## src/rtl/seg_scan_ctrl.sv

```systemverilog
// -----------------------------------------------------------------------------
// seg_scan_ctrl
//   Time-multiplexed scan controller for the washer's multi-digit 7-segment
//   display. BCD digits (remaining wash time, mm:ss) are captured into a shadow
//   register and copied to the displayed (active) register only at a frame
//   boundary, so a digit never changes mid-frame. One digit is driven per slot;
//   each slot begins with a short all-dark gap to suppress ghosting, and
//   leading zeros can optionally be blanked.
//
//   Optional feature macro: SEG_SCAN_BLINK_EN
//     defined   -> blink input and BLINK_DIV parameter exist; a free-running
//                  phase counter darkens the whole display on alternate
//                  BLINK_DIV-cycle half-periods while blink=1.
//     undefined -> no blink port or counter; the display is never flashed.
//
// Ports
//   clk        system clock
//   rst_n      asynchronous active-low reset
//   upd        1-cycle strobe: capture bcd_in into the shadow register
//   bcd_in     packed BCD digits, digit i = bcd_in[4i+3:4i], digit 0 rightmost
//   lzb_en     1 = blank leading zeros
//   blink      (SEG_SCAN_BLINK_EN only) 1 = flash whole display
//   upd_pend   shadow holds data not yet shown
//   num        digit value to the 7-seg decoder, 4'hF = dark
//   digit_sel  active-low digit enables, at most one bit low
//   dp         active-low decimal point, lit with digit 2 only (mm.ss)
// -----------------------------------------------------------------------------
module seg_scan_ctrl #(
   parameter int DIGITS    = 4,
   parameter int SCAN_DIV  = 50000,
`ifdef SEG_SCAN_BLINK_EN
   parameter int BLINK_DIV = 25000000,
`endif
   parameter int BLANK_CYC = 64
) (
   input  logic                clk,
   input  logic                rst_n,
   input  logic                upd,
   input  logic [4*DIGITS-1:0] bcd_in,
   input  logic                lzb_en,
`ifdef SEG_SCAN_BLINK_EN
   input  logic                blink,
`endif
   output logic                upd_pend,
   output logic [3:0]          num,
   output logic [DIGITS-1:0]   digit_sel,
   output logic                dp
);

   localparam int CNT_W = (SCAN_DIV > 1) ? $clog2(SCAN_DIV) : 1;
   localparam int IDX_W = $clog2(DIGITS);

   localparam logic [CNT_W-1:0] CNT_LAST  = CNT_W'(SCAN_DIV - 1);
   localparam logic [CNT_W-1:0] CNT_BLANK = CNT_W'(BLANK_CYC);
   localparam logic [IDX_W-1:0] IDX_LAST  = IDX_W'(DIGITS - 1);
   localparam logic [IDX_W-1:0] IDX_DP    = IDX_W'(2);

   logic [CNT_W-1:0]    div_cnt;
   logic [IDX_W-1:0]    idx;
   logic [4*DIGITS-1:0] shadow;
   logic [4*DIGITS-1:0] active;

   logic slot_end;
   logic frame_end;

   assign slot_end  = (div_cnt == CNT_LAST);
   assign frame_end = slot_end && (idx == IDX_LAST);

   // Slot timer and digit index.
   // NOTE: sequential state is assigned with <= so every flop samples the
   // pre-edge values of its neighbours, independent of statement order.
   always_ff @(posedge clk or negedge rst_n) begin
      if (!rst_n) begin
         div_cnt <= '0;
         idx     <= '0;
      end else begin
         div_cnt <= slot_end ? '0 : div_cnt + 1'b1;
         if (slot_end) begin
            idx <= (idx == IDX_LAST) ? '0 : idx + 1'b1;
         end
      end
   end

   // Tear-free update: shadow collects the latest strobe, active changes only
   // at the frame boundary. A strobe on the boundary cycle bypasses the shadow
   // so it is shown in the very next frame and never appears as pending.
   // NOTE: shadow/active are ordinary resettable flops (not a RAM), so they are
   // cleared by reset, which also discards any pending update.
   always_ff @(posedge clk or negedge rst_n) begin
      if (!rst_n) begin
         shadow   <= '0;
         active   <= '0;
         upd_pend <= 1'b0;
      end else begin
         if (upd) begin
            shadow <= bcd_in;
         end
         if (frame_end) begin
            upd_pend <= 1'b0;
            if (upd) begin
               active <= bcd_in;
            end else if (upd_pend) begin
               active <= shadow;
            end
         end else if (upd) begin
            upd_pend <= 1'b1;
         end
      end
   end

`ifdef SEG_SCAN_BLINK_EN
   localparam int BL_W = (BLINK_DIV > 1) ? $clog2(BLINK_DIV) : 1;
   localparam logic [BL_W-1:0] BL_LAST = BL_W'(BLINK_DIV - 1);

   logic [BL_W-1:0] blink_cnt;
   logic            phase;

   // Free-running blink phase; runs regardless of the blink input so the
   // flash cadence stays steady when blink is toggled.
   always_ff @(posedge clk or negedge rst_n) begin
      if (!rst_n) begin
         blink_cnt <= '0;
         phase     <= 1'b0;
      end else if (blink_cnt == BL_LAST) begin
         blink_cnt <= '0;
         phase     <= ~phase;
      end else begin
         blink_cnt <= blink_cnt + 1'b1;
      end
   end
`endif

   logic [DIGITS-1:0] lead_zero;   // lead_zero[i]: digits DIGITS-1..i all zero
   logic              zero_run;
   logic [3:0]        cur;
   logic [3:0]        num_nxt;
   logic [DIGITS-1:0] sel_nxt;
   logic              dp_nxt;

   // Next-cycle display outputs derived from the current slot position.
   // NOTE: every signal gets a default before any branch so no path leaves a
   // value unassigned, which would otherwise infer a latch.
   always_comb begin
      lead_zero = '0;
      zero_run  = 1'b1;
      sel_nxt   = '1;
      num_nxt   = 4'hF;
      dp_nxt    = 1'b1;

      for (int i = DIGITS - 1; i >= 0; i--) begin
         zero_run     = zero_run & (active[4*i +: 4] == 4'd0);
         lead_zero[i] = zero_run;
      end

      cur = active[4*idx +: 4];

      if (div_cnt >= CNT_BLANK) begin
         sel_nxt[idx] = 1'b0;
         if (cur > 4'd9) begin
            num_nxt = 4'hF;
         end else if (lzb_en && (idx != '0) && lead_zero[idx]) begin
            num_nxt = 4'hF;
         end else begin
            num_nxt = cur;
         end
         if ((DIGITS >= 3) && (idx == IDX_DP)) begin
            dp_nxt = 1'b0;
         end
      end

`ifdef SEG_SCAN_BLINK_EN
      if (blink && phase) begin
         sel_nxt = '1;
         num_nxt = 4'hF;
         dp_nxt  = 1'b1;
      end
`endif
   end

   // Registered outputs: one clock behind the slot position.
   always_ff @(posedge clk or negedge rst_n) begin
      if (!rst_n) begin
         num       <= 4'hF;
         digit_sel <= '1;
         dp        <= 1'b1;
      end else begin
         num       <= num_nxt;
         digit_sel <= sel_nxt;
         dp        <= dp_nxt;
      end
   end

endmodule

```

## config.mk

```make
export PLATFORM = sky130hd
export DESIGN_NAME = seg_scan_ctrl
export DESIGN_NICKNAME = d
export VERILOG_FILES = /design/src/rtl/seg_scan_ctrl.sv
export SDC_FILE = /design/constraint.sdc
export NUM_CORES = 1
export LEC_CHECK = 0
export BUFFER_PORTS_ARGS = -buffer_cell sky130_fd_sc_hd__buf_2
export CAP_MARGIN = 20
export CORE_ASPECT_RATIO = 1.1
export CORE_MARGIN = 4
export CORE_UTILIZATION = 62
export DETAILED_ROUTE_END_ITERATION = 10
export PLACE_DENSITY = 0.95
export SETUP_SLACK_MARGIN = 0.3
export SKIP_LAST_GASP = 1
export SLEW_MARGIN = 25
export SYNTH_ARGS = -nofsm -noshare
export SYNTH_HDL_FRONTEND = slang
export SYNTH_SLANG_ARGS = --single-unit
```

## constraint.sdc

```tcl
create_clock -name clk -period 3.66 [get_ports clk]
set_clock_uncertainty 0.15 [all_clocks]
set_input_delay 0.366 -clock clk [delete_from_list [all_inputs] [get_ports clk]]
set_output_delay 0.366 -clock clk [all_outputs]
set_load 0.02 [all_outputs]
```

# Word level (Yosys, flattened, before mapping)

Cells that the tools add are included.

Output and inout port bits: 10
Latch bits: 0
Register bits after elaboration: 60
Word-level logic and storage cells: 50
Bits in writable memories: 0
Bits of input ports: 20
Memories kept: 0
Memory bits (read-only): 0

Shift-type cells: 1
Eq/ne operators: 3
Add/sub/neg operators: 2
Order comparisons: 4
Muxes and demuxes: 16
Bitwise operators: 4
Reductions and logical operators: 12
$mul: 0
Divide/modulo/power cells: 0

Operators by type and width:

| cell                                                       | number |
|---|---|
| 2-to-1 mux 16 bit                                          | 3 |
| adder 16 x 1 -> 16 bit, second input constant              | 1 |
| equality test 16 bit, second input constant                | 1 |
| >= comparator 16 x 7 -> 1 bit, second input constant       | 1 |
| logical NOT 4 bit                                          | 4 |
| 2-to-1 mux 4 bit                                           | 4 |
| variable part select 16 x 5 -> 4 bit                       | 1 |
| 2-to-1 mux 1 bit                                           | 6 |
| nonzero test 2 bit                                         | 3 |
| equality test 2 bit, second input constant                 | 2 |
| greater-than comparator 4 bit, second input constant       | 1 |
| logical AND 1 bit                                          | 4 |
| inverter 4 bit                                             | 1 |
| AND 1 bit                                                  | 3 |
| less-than comparator 2 x 3 -> 1 bit, second input constant | 1 |
| adder 2 x 1 -> 2 bit, second input constant                | 1 |
| binary-select mux 1 bit (select 2 bit)                     | 1 |
| demux 1 bit (select 2 bit)                                 | 1 |
| >= comparator 2 x 1 -> 1 bit, second input constant        | 1 |
| 2-to-1 mux 2 bit                                           | 1 |
| AND reduction 2 bit                                        | 1 |

# Logic depth before layout (Yosys ltp)

Depth after elaboration: 10
Gate-level depth with buffers: 6
Gate-level depth less buffers: 5

# Worst setup path before layout

Ideal clock, no wire load.

Kind: reg-to-reg
From: reg div_cnt[12]
To: reg active[0]
Buffers on the path: 1
Setup slack: 1.416 ns
Required time: 3.385 ns
Arrival: 1.969 ns
Cell stages (with the launch flop): 6
Period minus slack after synthesis: 2.244 ns
Library setup time: 0.125 ns
Path through: dfrtp_1 > or4_4 > nor4_4 > nand4b_4 > buf_6 > mux2_4

Word-level cells in the longest chain between the ends: 3

Ends and longest elaborated chain:

| item                                 | RTL line | text |
|---|---|---|
| start, declared                      | 58       | `logic [CNT_W-1:0] div_cnt;` |
| start signal, assigned               | 77       | `div_cnt <= slot_end ? '0 : div_cnt + 1'b1;` |
| equality test 16 bit                 | 66       | `assign slot_end = (div_cnt == CNT_LAST);` |
| logical AND 1 bit                    | 67       | `assign frame_end = slot_end && (idx == IDX_LAST);` |
| AND reduction 2 bit (no source line) | -        |  |
| end signal, assigned                 | 101      | `active <= bcd_in;` |
| end signal, assigned                 | 103      | `active <= shadow;` |
| end, declared                        | 61       | `logic [4*DIGITS-1:0] active;` |

Every way passes these cells.
A chain may end at the register's enable or synchronous reset.

# Worst setup path in the final report

From: reg div_cnt[12]
To: reg active[3]

Same word-level chain as after synthesis.

==> metrics.cfg <==
[critical_path]
r2r_cells=4
worstSetupPathType=reg -> reg
reg2reg_to=active[3]$_DFFE_PN0P_
cpLargestDelayFamily=simple AND/OR/NAND/NOR gates
crit_arrival_ps=2550
cp-start-kind=flip-flop
slowest_stage=or4_4
path_depth=4
crit_path_start=div_cnt[12]$_DFF_PN0_
crit_fanout=16
required_ps=3730
cp.buffers_inverters=0
crit_chain=or4_4 -> nor4_4 -> nand4b_4 -> mux2_4
r2r_start=div_cnt[12]$_DFF_PN0_
crit_path_max_incr_delay_ps=570
cp-end-kind=flip-flop
worstSetupEndpoint=active[3]$_DFFE_PN0P_
r2r_slack_ps=1180

[clocking]
numCtsBuffers=9
cts_tree=yes
clkLatencyLatePin_ps=340
clockBufferDepth=2
clk_pin_slew_ps=70
cts_resized=0
clk_root_buffer_cell=clkbuf_8
cts_setup_buffers=0
h-tree-depth=3
cts_sinks=59
postCtsHoldBufs=1

[route]
drt-met1-wl_microns=2048
wl_met2_microns=2561
wl_microns=5005
wl_per_cell_microns=17.44
viasPerCell=5.794
wl_met3_microns=246
vias=1663
drc=0
drtIter0Drc=115
first_pass_iters=4
ant_nets=0
top_layer=met4

[floorplan]
die_h_microns=76.20
die_x_microns=70.00
initial_core_util_pct=65.14
ios=30
core_area_sq_mm=0.004024
rows=24
dieArea_sq_mm=0.005333

[timing]
hold_viol_final=0
fmax_mhz=403.6
post-route-period-util_pct=67.69
rsz0062_at_grt=false
fin_setup_tns_ps=0
setup_viol=0
worst_pin_slew_ps=619.3
period_minus_slack_ps=2477
max_slew_margin_pct=58.72
drv_slew=0

[placement]
place_area_sq_mm=0.002806
gp_congestion=0.8413
post-dp-hpwl_microns=3395
port_buffers=29

[synthesis]
netlist_area_sq_mm=0.002621
yosysSeqAreaShare_pct=56.71
ys_ff_latch=59
syn_avg_cell_area_sq_um=13.51
synth_fp_nets=220
synth-warning-count=0
synth_cell_types=32
synthCells=194

[hold_path]
min_path_type=in -> reg

[global_routing]
antenna_found_initial=0
grt_overflow_total=0
grt_pass1_wl_microns=8307
grt_pass1_vias=1767
grt.total_usage_pct=20.91
grt_start_max_net_pins=54

[cells_and_area]
fin_nets=256
layout_common_cells=51 x dfrtp_1, 28 x buf_2, 22 x mux2_2, 13 x nor2_1
design_area_sq_mm=0.003027
layout_commonest_cell=dfrtp_1
drive_above_1_share_pct=40.00
n_fill_cell=238
area_delta_synth_final_pct=15.47
num_antenna_cells=0

[power]
power_density_mw_per_mm2=436.3
leakage_uw=0.001424
ir_drop_mv=0.2816

[flow_run]
drv_cap=0

[run_status]
outcome=finished, final reports clean

how the worst min path moves through the flow:
stage	slack, ps	from	depth (start not counted)	endpoint
final	130	bcd_in[15]	2	shadow[15]$_DFFE_PN0P_
after global routing	120	bcd_in[12]	2	shadow[12]$_DFFE_PN0P_
after detailed placement	280	rst_n	1	shadow[13]$_DFFE_PN0P_
after floorplan	-80	rst_n	0	active[0]$_DFFE_PN0P_
after global placement	320	div_cnt[12]$_DFF_PN0_	1	div_cnt[12]$_DFF_PN0_
after CTS	110	bcd_in[7]	2	shadow[7]$_DFFE_PN0P_
registers in the layout, summed over array words and instances, names as in the netlist:
register and flops:
active 16, div_cnt 16, shadow 16, digit_sel 4, num 4, idx 2
upd_pend 1
cell usage after synthesis (all sizes together):
library cell / count / area share (%)
dfrtp: 51 / 49
mux2: 32 / 15
nor2: 13 / 1.9
nand3: 11 / 2.1
dfstp: 8 / 8.0
inv: 8 / 1.1
nand2: 7 / 1.0
xor2: 7 / 2.3
ha: 6 / 2.9
nor4: 6 / 2.0
xnor2: 6 / 2.0
a21oi: 5 / 0.95
nand4: 5 / 1.2
mux4: 4 / 3.4
o21ai: 4 / 0.76
buf: 3 / 0.91
clkbuf: 3 / 0.43
and2: 2 / 0.48
and3: 2 / 0.48
and4: 2 / 0.67
nor4b: 2 / 0.67
a211o: 1 / 0.33
a31o: 1 / 0.33
nand3b: 1 / 0.29
nand4b: 1 / 0.91
nor2b: 1 / 0.24
nor3b: 1 / 0.29
or4: 1 / 0.43
per-layer routing:
metal  GRT usage, %  vias to the layer above
met2          33.93                       61
met1          24.91                      829
met4          13.03                        0
li1               -                      762
met5              0                        -
met3          5.013                       11
worst reg2reg max path, stage by stage (launching register included):
cell      delay [ps]
dfrtp_1          400
or4_4            570
nor4_4           400
nand4b_4         410
mux2_4           430
stage by stage:
step	util [%]	worst slack [ps]	total power (uW)	hold WS (ps)	instances
after floorplan	-	1416	709.8	-79.59	194
after global placement	69.68	1293	736.6	323.5	270
after detailed placement	69.75	1193	740.4	276.9	270
after CTS	75.06	1180	1333	113.4	287
after global routing	75.22	1081	1371	120.4	287
final	75.22	1183	1320	130.1	287
cell type report:
| class | instances | area [sq um] | area share [%] |
|---|---|---|---|
| sequential | 59 | 1486 | 49.11 |
| multi-input combinational | 121 | 1076 | 35.55 |
| timing repair buffer | 31 | 165.2 | 5.457 |
| clock buffer | 12 | 155.1 | 5.126 |
| tap | 52 | 65.06 | 2.150 |
| clock inverter | 4 | 48.80 | 1.612 |
| inverter | 8 | 30.03 | 0.9921 |
power breakdown:
group | switching, uW | internal, uW
clock | 241 | 350
combinational | 28.6 | 25.3
sequential | 5.24 | 670
total | 275 | 1050
cells by family (layout without fill, tap and decap cells):
group                      count (synthesis)  count (layout)  share of synthesized area (%)
xor gates and xnor gates                  13              13                          4.344
muxes                                     36              36                          18.62
and+or+nand+nor                           55              55                          12.60
adders and majority gates                  6               6                          2.864
AOI/OAI and AO/OA                         11              11                          2.387
DFF                                       59              59                          56.71
buffers and inverters                     14              55                          2.482
(Power assumes the default switching activity.)
